**config.mk**
```make
export PLATFORM = sky130hd
export DESIGN_NAME = interval_timer_ctrl_flat
export DESIGN_NICKNAME = d
export VERILOG_FILES = /design/src/rtl/interval_timer_ctrl_if.sv /design/src/rtl/interval_timer_ctrl.sv /design/src/flat_wrapper.sv
export SDC_FILE = /design/constraint.sdc
export NUM_CORES = 1
export LEC_CHECK = 0
export CAP_MARGIN = 40
export CORE_UTILIZATION = 30
export CTS_CLUSTER_DIAMETER = 150
export DETAILED_ROUTE_END_ITERATION = 12
export PLACE_DENSITY_LB_ADDON = 0.05
export SYNTH_ARGS = -nofsm -noshare
export SYNTH_HDL_FRONTEND = slang
export SYNTH_SLANG_ARGS = --single-unit
```
**constraint.sdc**
```tcl
create_clock -name clk -period 1.4 [get_ports clk]
set_input_delay 0.21 -clock clk [delete_from_list [all_inputs] [get_ports clk]]
set_output_delay 0.21 -clock clk [all_outputs]
set_load 0.05 [all_outputs]
```
**src/rtl/interval_timer_ctrl_if.sv**
```systemverilog
// rtl/interval_timer_ctrl_if.sv - request/status bundle for the interval timer controller
interface interval_timer_ctrl_if #(
  parameter int WIDTH   = 4,
  parameter int PRESC_W = 4
);
  logic               start;
  logic               stop;
  logic               mode;
  logic [WIDTH-1:0]   limit;
  logic [PRESC_W-1:0] prescale;
  logic [WIDTH-1:0]   count;
  logic               busy;
  logic               tick;
  logic               done;

  // Requester side: issues start/stop and configuration, observes status
  modport master (
    output start, stop, mode, limit, prescale,
    input  count, busy, tick, done
  );

  // Timer side
  modport slave (
    input  start, stop, mode, limit, prescale,
    output count, busy, tick, done
  );
endinterface

```
**src/rtl/interval_timer_ctrl.sv**
```systemverilog
// rtl/interval_timer_ctrl.sv - start/stop interval timer FSM; optional prescaler under INTERVAL_TIMER_PRESCALE_EN
module interval_timer_ctrl #(
  parameter int WIDTH   = 4,
  parameter int PRESC_W = 4
) (
  input  logic                 clk,
  input  logic                 rst,
  interval_timer_ctrl_if.slave bus
);

  typedef enum logic [1:0] {
    S_IDLE = 2'd0,
    S_RUN  = 2'd1,
    S_DONE = 2'd2
  } state_t;

  localparam logic [WIDTH-1:0] CNT_ONE = 1;

  state_t           state_q, state_d;
  logic [WIDTH-1:0] count_q, count_d;
  logic [WIDTH-1:0] limit_q, limit_d;
  logic             mode_q, mode_d;
  logic             tick_q, tick_d;
  logic             advance;
  logic             start_accept;

  // A start is honoured from IDLE and DONE; RUN never restarts.
  assign start_accept = bus.start && (state_q != S_RUN);

`ifdef INTERVAL_TIMER_PRESCALE_EN
  localparam logic [PRESC_W-1:0] PRESC_ONE = 1;

  logic [PRESC_W-1:0] presc_cnt_q, presc_cnt_d;
  logic [PRESC_W-1:0] prescale_q, prescale_d;

  // Prescaler: counts up to the latched compare, one advance per wrap; cleared on start and on any exit from RUN
  always_comb begin
    advance     = 1'b0;
    presc_cnt_d = presc_cnt_q;
    prescale_d  = prescale_q;
    if (start_accept) begin
      prescale_d  = bus.prescale;
      presc_cnt_d = '0;
    end else if (state_q == S_RUN) begin
      if (bus.stop) begin
        presc_cnt_d = '0;
      end else if (presc_cnt_q == prescale_q) begin
        advance     = 1'b1;
        presc_cnt_d = '0;
      end else begin
        presc_cnt_d = presc_cnt_q + PRESC_ONE;
      end
    end
  end

  // Prescaler registers
  always_ff @(posedge clk or posedge rst) begin
    if (rst) begin
      presc_cnt_q <= '0;
      prescale_q  <= '0;
    end else begin
      presc_cnt_q <= presc_cnt_d;
      prescale_q  <= prescale_d;
    end
  end
`else
  // Without the prescaler every RUN cycle advances; the compare input is sunk.
  logic [PRESC_W-1:0] unused_prescale;
  assign unused_prescale = bus.prescale;
  assign advance         = (state_q == S_RUN);
`endif

  // Next-state and datapath: stop beats terminal in RUN, start beats stop in IDLE/DONE
  always_comb begin
    state_d = state_q;
    count_d = count_q;
    limit_d = limit_q;
    mode_d  = mode_q;
    tick_d  = 1'b0;
    case (state_q)
      S_IDLE, S_DONE: begin
        if (bus.start) begin
          limit_d = bus.limit;
          mode_d  = bus.mode;
          count_d = '0;
          state_d = S_RUN;
        end else if (bus.stop && (state_q == S_DONE)) begin
          state_d = S_IDLE;
        end
      end
      S_RUN: begin
        if (bus.stop) begin
          state_d = S_IDLE;
        end else if (advance) begin
          if (count_q == limit_q) begin
            tick_d = 1'b1;
            if (mode_q) begin
              count_d = '0;
            end else begin
              state_d = S_DONE;
            end
          end else begin
            count_d = count_q + CNT_ONE;
          end
        end
      end
      default: begin
        state_d = S_IDLE;
      end
    endcase
  end

  // State and datapath registers
  always_ff @(posedge clk or posedge rst) begin
    if (rst) begin
      state_q <= S_IDLE;
      count_q <= '0;
      limit_q <= '0;
      mode_q  <= 1'b0;
      tick_q  <= 1'b0;
    end else begin
      state_q <= state_d;
      count_q <= count_d;
      limit_q <= limit_d;
      mode_q  <= mode_d;
      tick_q  <= tick_d;
    end
  end

  assign bus.count = count_q;
  assign bus.tick  = tick_q;
  assign bus.busy  = (state_q == S_RUN);
  assign bus.done  = (state_q == S_DONE);

endmodule
```
**src/flat_wrapper.sv**
```systemverilog
// flat-port wrapper written by rule: the top's interface ports become plain ports
module interval_timer_ctrl_flat 
#(
  parameter int WIDTH   = 4,
  parameter int PRESC_W = 4
)
  (clk, rst, bus_start, bus_stop, bus_mode, bus_limit, bus_prescale, bus_count, bus_busy, bus_tick, bus_done);
  interval_timer_ctrl_if #(.WIDTH(WIDTH), .PRESC_W(PRESC_W)) bus_i ();
  input  logic clk;
  input  logic rst;
  input wire logic [$bits(bus_i.start)-1:0] bus_start;
  input wire logic [$bits(bus_i.stop)-1:0] bus_stop;
  input wire logic [$bits(bus_i.mode)-1:0] bus_mode;
  input wire logic [$bits(bus_i.limit)-1:0] bus_limit;
  input wire logic [$bits(bus_i.prescale)-1:0] bus_prescale;
  output wire logic [$bits(bus_i.count)-1:0] bus_count;
  output wire logic [$bits(bus_i.busy)-1:0] bus_busy;
  output wire logic [$bits(bus_i.tick)-1:0] bus_tick;
  output wire logic [$bits(bus_i.done)-1:0] bus_done;
  assign bus_i.start = bus_start;
  assign bus_i.stop = bus_stop;
  assign bus_i.mode = bus_mode;
  assign bus_i.limit = bus_limit;
  assign bus_i.prescale = bus_prescale;
  assign bus_count = bus_i.count;
  assign bus_busy = bus_i.busy;
  assign bus_tick = bus_i.tick;
  assign bus_done = bus_i.done;
  interval_timer_ctrl #(.WIDTH(WIDTH), .PRESC_W(PRESC_W)) u_core (.clk(clk), .rst(rst), .bus(bus_i));
endmodule
```
==> metrics, run 1 <==
Cell variety after synth 22; DRC 0; Sw Share 39.76%; synth top area cells dfrtp_1, mux2_2, xnor2_1, inv_1, nor2_1; largest net degree at the start of global routing 13; Inst Count DP 100; Seq/Total Area, Yosys 49.59%; clock buffers created by TritonCTS 3; Avg Inst Size Synth 11.01 um2; Bufs and invs on worst path 1; LEAKAGE 0.4023 nW; critical path arrival 1.12 ns; Hold/Removal Path Class in2async; Tcrit/Tclk final 95.04%; die width 46.93 um; initial antenna violation count 0; Worst-path clk slew 0.08 ns; post-layout minimum cycle time 1.330 ns; slowest stage delay, CP 0.38 ns; final setup violation count 0; Seq pwr share 30.6%; largest family of logic cells by synthesized area simple AND/OR/NAND/NOR gates; worst slew pin tran 0.4545 ns; top-count cell post-synth dfrtp_1; top cell type's share of synthesized area 49.59%; Via density 4.644; wire per inst 11.49 um; Slew headroom 69.67%; Core Rows 15; area grow syn2layout 55.17%; CTS tree done; Core Box Area 1802 um2; met3 track utilization from global routing 2.308%; 1st-pass router iterations 5; dominant cell type by area after synthesis dfrtp_1; Sink Count 12; Post-CTS Setup Bufs 0; vias in the first global route 486; nets 94; Post-Layout Cell Count 104; Starting Density 33.61%; final slew viol count 0; sw power 805.6 uW; max_cap viols 0; GRT overflow 0; layout cells sized above 1 39.24%; via count 483; first-pass GRT wire length 2.083 mm; I/O pins 20; initial drt markers 9; ANT cells 0; mux cell area share after synthesis 9.711%; post-synthesis compound-gate area fraction 9.917%; Post-synth top flop dfrtp_1; Power Total 2.026 mW; crit path max-delay cell type dfrtp_1; final WL 1.195 mm; CTS Hold Bufs 0; Die Height 46.93 um; clk_lat worst skew 0.26 ns; die area 2202 um2; synthesized net count 69; routability cong. 0.6633; Post-synth EDFFs 0; critical path fanouts, max 4; GRT Total Usage 13.56%; Synth Area in Adders 2.066%; Max VDD drop 1326 uV; Routed Antenna Nets 0; DP HPWL 975.5 um; RSZ-0062 raised after global routing true; simple-gate share of the synthesized area 18.39%; H-tree lvl count 1; flops & latches, synth 12; Comb pwr share 56.3%; Yosys Warn Count 0; CP Cell Sequence nor2b_2, buf_12; grt peak-use layer met2; Clock Root Buffer clkbuf_4; WHS 0.2486 ns; Req. time, crit path 1.19 ns; max frequency 0.7516 GHz; Fin Setup TNS 0 ns; met2 Use GR 23.06%; Fin. Hold Viols 0; pwr/cell area 2156 nW/um2; Post-synth ARST share 100.0%; startpoint types register; maximum root-to-sink buffer count 2; CP top delay family flip-flops; Layout Skew 0.003772 ns; Int Power 1.220 mW; XOR/XNOR Fraction of Synth Area 5.785%; reg2reg setup slack 0.10 ns; post-CTS sizing 0; most frequent cells after synthesis dfrtp_1, inv_1, nor2_1; Crit Path Category reg2out; met1 usage 17.18%; Mapped Cells 55; PortBufs 15; endpoint type of the worst setup path output port; Post-Syn Area 605.6 um2; Clk pwr share 13.1%; status finished clean
==> layout by cell type, fill, tap and decap left out, types with 2 or more instances in the layout <==
cell,instances
buf_12,7
buf_4,6
clkbuf_4,3
clkdlybuf4s50_1,8
dfrtp_1,9
dfrtp_2,3
inv_1,6
mux2_2,4
nand2_1,2
nand3_1,3
nand4_1,2
nor2_1,5
nor2b_1,2
o21ai_1,2
xnor2_1,4
==> power groups by stage <==
stage	combinational, mW	clock [mW]	sequential (mW)
after floorplan	0.522	0	0.763
after global placement	1.14	0	0.625
after detailed placement	1.15	0	0.629
after CTS	1.16	0.275	0.623
after global routing	1.22	0.291	0.646
final	1.14	0.266	0.619
==> sequential cells by signal, indices dropped and copies added (netlist names) <==
name	cells
u_core.limit_q	4
u_core.mode_q	1
u_core.state_q	2
u_core.bus.tick	1
u_core.bus.count	4
==> kinds of logic (layout without fill, tap and decap cells) <==
| family | after synthesis | count (layout) |
|---|---|---|
| AOI/OAI and AO/OA | 7 | 7 |
| adders and majority gates | 1 | 1 |
| muxes | 5 | 5 |
| and+or+nand+nor | 19 | 19 |
| xor gates and xnor gates | 4 | 4 |
| DFF | 12 | 12 |
| buffers and inverters | 7 | 31 |
==> per-stage QoR <==
stage / util, % / area, um2 / setup WS, ns
after global placement: 50.14 / 903.4 / -0.1196
after floorplan: - / 611.8 / 0.002094
after detailed placement: 50.14 / 903.4 / -0.1137
final: 52.15 / 939.7 / 0.06951
after CTS: 52.15 / 939.7 / 0.05201
after global routing: 52.15 / 939.7 / -0.002371
==> cell type report <==
type	instances	area, um2
Multi-Input combinational cell	36	280.3
Timing Repair Buffer	21	265.3
Sequential cell	12	304.0
Inverter	6	22.52
Tap cell	25	31.28
Fill cell	172	862.1
Clock buffer	4	36.28
==> metal layers <==
metal / vias up / wire (um)
met5: - / 0
met4: 0 / 5
met3: 2 / 38
met2: 10 / 600
met1: 235 / 551
li1: 236 / -
==> final timing paths <==
path | cells after the start | endpoint | startpoint
worst min register to register | 1 | u_core.limit_q[2] | u_core.limit_q[2]
worst max-delay path | 2 | bus_busy | u_core.state_q[0]
min in group clk | 3 | u_core.mode_q | bus_mode
worst max register to register | 4 | u_core.bus.count[3] | u_core.bus.count[0]
worst min-delay path | 2 | u_core.bus.tick | rst
max in group asynchronous | 2 | u_core.bus.count[3] | rst
==> worst reg2reg max path: stages, from the launching register on <==
cell and delay (ns):
dfrtp_2 0.47, xnor2_1 0.21, nand4_1 0.25, nand3_1 0.17
o211ai_2 0.09
Note: power is estimated with default switching activity, not from simulation.
==> inputs of run 2 (changes only) <==
Settings changed: SLEW_MARGIN set to 10.
==> results of run 2 <==
Same layout as run 1: the final DEF is identical, and so are final timing and power.
==> inputs of run 3 (changes only) <==
Settings changed: SETUP_SLACK_MARGIN set to 0.4.
==> run 3 against run 2 <==
- utilization up 7.6 points
- register-to-register slack improved by 0.09 ns
- fmax rose by 5.5%
- critical path depth did not move
- sequential power increased by 9.7%
==> metrics, run 3 (synthesis results as in run 1) <==
Comb pwr share 61.6% (was 56.3%); Clock Root Buffer clkbuf_4 (unchanged); final slew viol count 0 (unchanged); H-tree lvl count 1 (unchanged); initial drt markers 2 (was 9); Worst-path clk slew 0.08 ns (about the same); startpoint types register (unchanged); Fin Setup TNS 0 ns (unchanged); met1 WL 582 um (was 551 um); LEAKAGE 0.4786 nW (was 0.4023 nW); Sink Count 12 (unchanged); Core Box Area 1802 um2 (unchanged); met3 routed WL 81 um (was 38 um); routability cong. 0.7111 (was 0.6633); Req. time, crit path 1.19 ns (about the same); wire per inst 12.27 um (was 11.49 um); Via density 4.791 (was 4.644); Clk pwr share 9.5% (was 13.1%); Sw Share 39.33% (was 39.76%); sw power 924.4 uW (was 805.6 uW); ANT cells 0 (unchanged); slowest stage delay, CP 0.43 ns (was 0.38 ns); nets 100 (was 94); initial antenna violation count 0 (unchanged); Core Rows 15 (unchanged); post-route core utilization 59.79% (was 52.15%); worst slew pin tran 0.4664 ns (was 0.4545 ns); Hold/Removal Path Class in2async (unchanged); GRT overflow 0 (unchanged); PortBufs 15 (unchanged); largest net degree at the start of global routing 13 (unchanged); GRT Total Usage 14.83% (was 13.56%); final setup violation count 0 (unchanged); DRC 0 (unchanged); critical path fanouts, max 4 (unchanged); Max Used Layer met4 (unchanged); reg2reg setup slack 0.19 ns (was 0.10 ns); 1st-pass router iterations 4 (was 5); DP HPWL 947.5 um (was 975.5 um); max_cap viols 0 (unchanged); Max VDD drop 1266 uV (was 1326 uV); vias in the first global route 532 (was 486); endpoint type of the worst setup path output port (unchanged); critical path arrival 1.05 ns (was 1.12 ns); Slew headroom 68.87% (was 69.67%); Fin. Hold Viols 0 (unchanged); die area 2202 um2 (unchanged); pwr/cell area 2181 nW/um2 (was 2156 nW/um2); Starting Density 33.61% (unchanged); most frequent cells in the layout clkdlybuf4s50_1, buf_12, buf_4, dfrtp_1, inv_1 (was dfrtp_1, clkdlybuf4s50_1, buf_12, inv_1, buf_4); Power Total 2.350 mW (was 2.026 mW); CTS tree done (unchanged); first-pass GRT wire length 2.242 mm (was 2.083 mm); Tcrit/Tclk final 90.04% (was 95.04%); Die Height 46.93 um (unchanged); final WL 1.350 mm (was 1.195 mm); CP Cell Sequence nor2b_4, buf_12 (was nor2b_2, buf_12); clock buffers created by TritonCTS 3 (unchanged); Int Power 1.426 mW (was 1.220 mW); Routed Antenna Nets 0 (unchanged); I/O pins 20 (unchanged); die width 46.93 um (unchanged); Inst Count DP 100 (unchanged); area grow syn2layout 77.89% (was 55.17%); maximum root-to-sink buffer count 2 (unchanged); max frequency 0.7933 GHz (was 0.7516 GHz); post-layout minimum cycle time 1.261 ns (was 1.330 ns); met2 routed WL 671 um (was 600 um); CP top delay family flip-flops (unchanged); Post-Layout Cell Count 110 (was 104); layout cells sized above 1 54.12% (was 39.24%); Seq pwr share 28.9% (was 30.6%); WHS 0.2378 ns (was 0.2486 ns); crit path max-delay cell type dfrtp_2 (was dfrtp_1); Bufs and invs on worst path 1 (unchanged); Crit Path Category reg2out (unchanged); clk_lat worst skew 0.27 ns (was 0.26 ns); via count 527 (was 483); Layout Skew 0.01098 ns (was 0.003772 ns); status finished clean (unchanged); RSZ-0062 raised after global routing true (unchanged)
==> run 3: cell count changes in the layout (fill, tap and decap cells not counted), sizes merged <==
cell  previous run  this run
buf             13        19
==> run 3: power groups by stage <==
stage	combinational, mW	clock, mW	sequential, mW
global route	1.54	0.251	0.703
finish	1.45	0.224	0.679
global placement	1.17	0	0.655
floorplan	0.580	0	0.778
detailed placement	1.18	0	0.657
CTS	1.39	0.230	0.678
==> run 3: timing repair <==
action | in CTS | in global routing
pin swaps | 8 | 3
hold buffers | 0 | 0
setup endpoints to repair | 19 | 19
buffers inserted | 5 | 1
gates resized for setup | 7 | 8
==> run 3: routing by layer <==
layer  up-vias  GRT usage [%]
met3         5          2.692
met4         0          5.714
met2        23          24.72
li1        248              -
met5         -              0
met1       251          19.09
==> run 3: path summary, 6_finish.rpt <==
check                                     from                  end  depth (start not counted)
setup / recovery             u_core.state_q[0]             bus_busy                          2
hold / removal                             rst    u_core.state_q[1]                          2
setup reg to reg           u_core.bus.count[0]  u_core.bus.count[0]                          4
hold reg to reg                  u_core.mode_q        u_core.mode_q                          2
max in group asynchronous                  rst    u_core.state_q[0]                          2
min in group clk                      bus_mode        u_core.mode_q                          3
==> run 3: worst register-to-register path, delay by kind of cell, from the launching register on <==
| family | cells | cell delay [ns] |
|---|---|---|
| compound gates | 1 | 0.20 |
| flops | 1 | 0.46 |
| xor+xnor | 1 | 0.15 |
| simple gates | 1 | 0.19 |
| mux | 1 | 0.10 |
==> run 3: layout make-up <==
| cell class | instances | area [um2] |
|---|---|---|
| sequential | 12 | 306.5 |
| clock buffer | 4 | 26.28 |
| inverter | 6 | 22.52 |
| multi-input combinational | 36 | 352.8 |
| fill | 162 | 724.4 |
| timing repair buffer | 27 | 337.8 |
| tap | 25 | 31.28 |
==> run 3: stage by stage <==
| stage | setup slack [ns] | area, um2 |
|---|---|---|
| finish | 0.1395 | 1077 |
| detailed placement | -0.1317 | 932.1 |
| CTS | 0.1153 | 1047 |
| floorplan | 0.1110 | 643.1 |
| global route | 0.1003 | 1077 |
| global placement | -0.1412 | 932.1 |
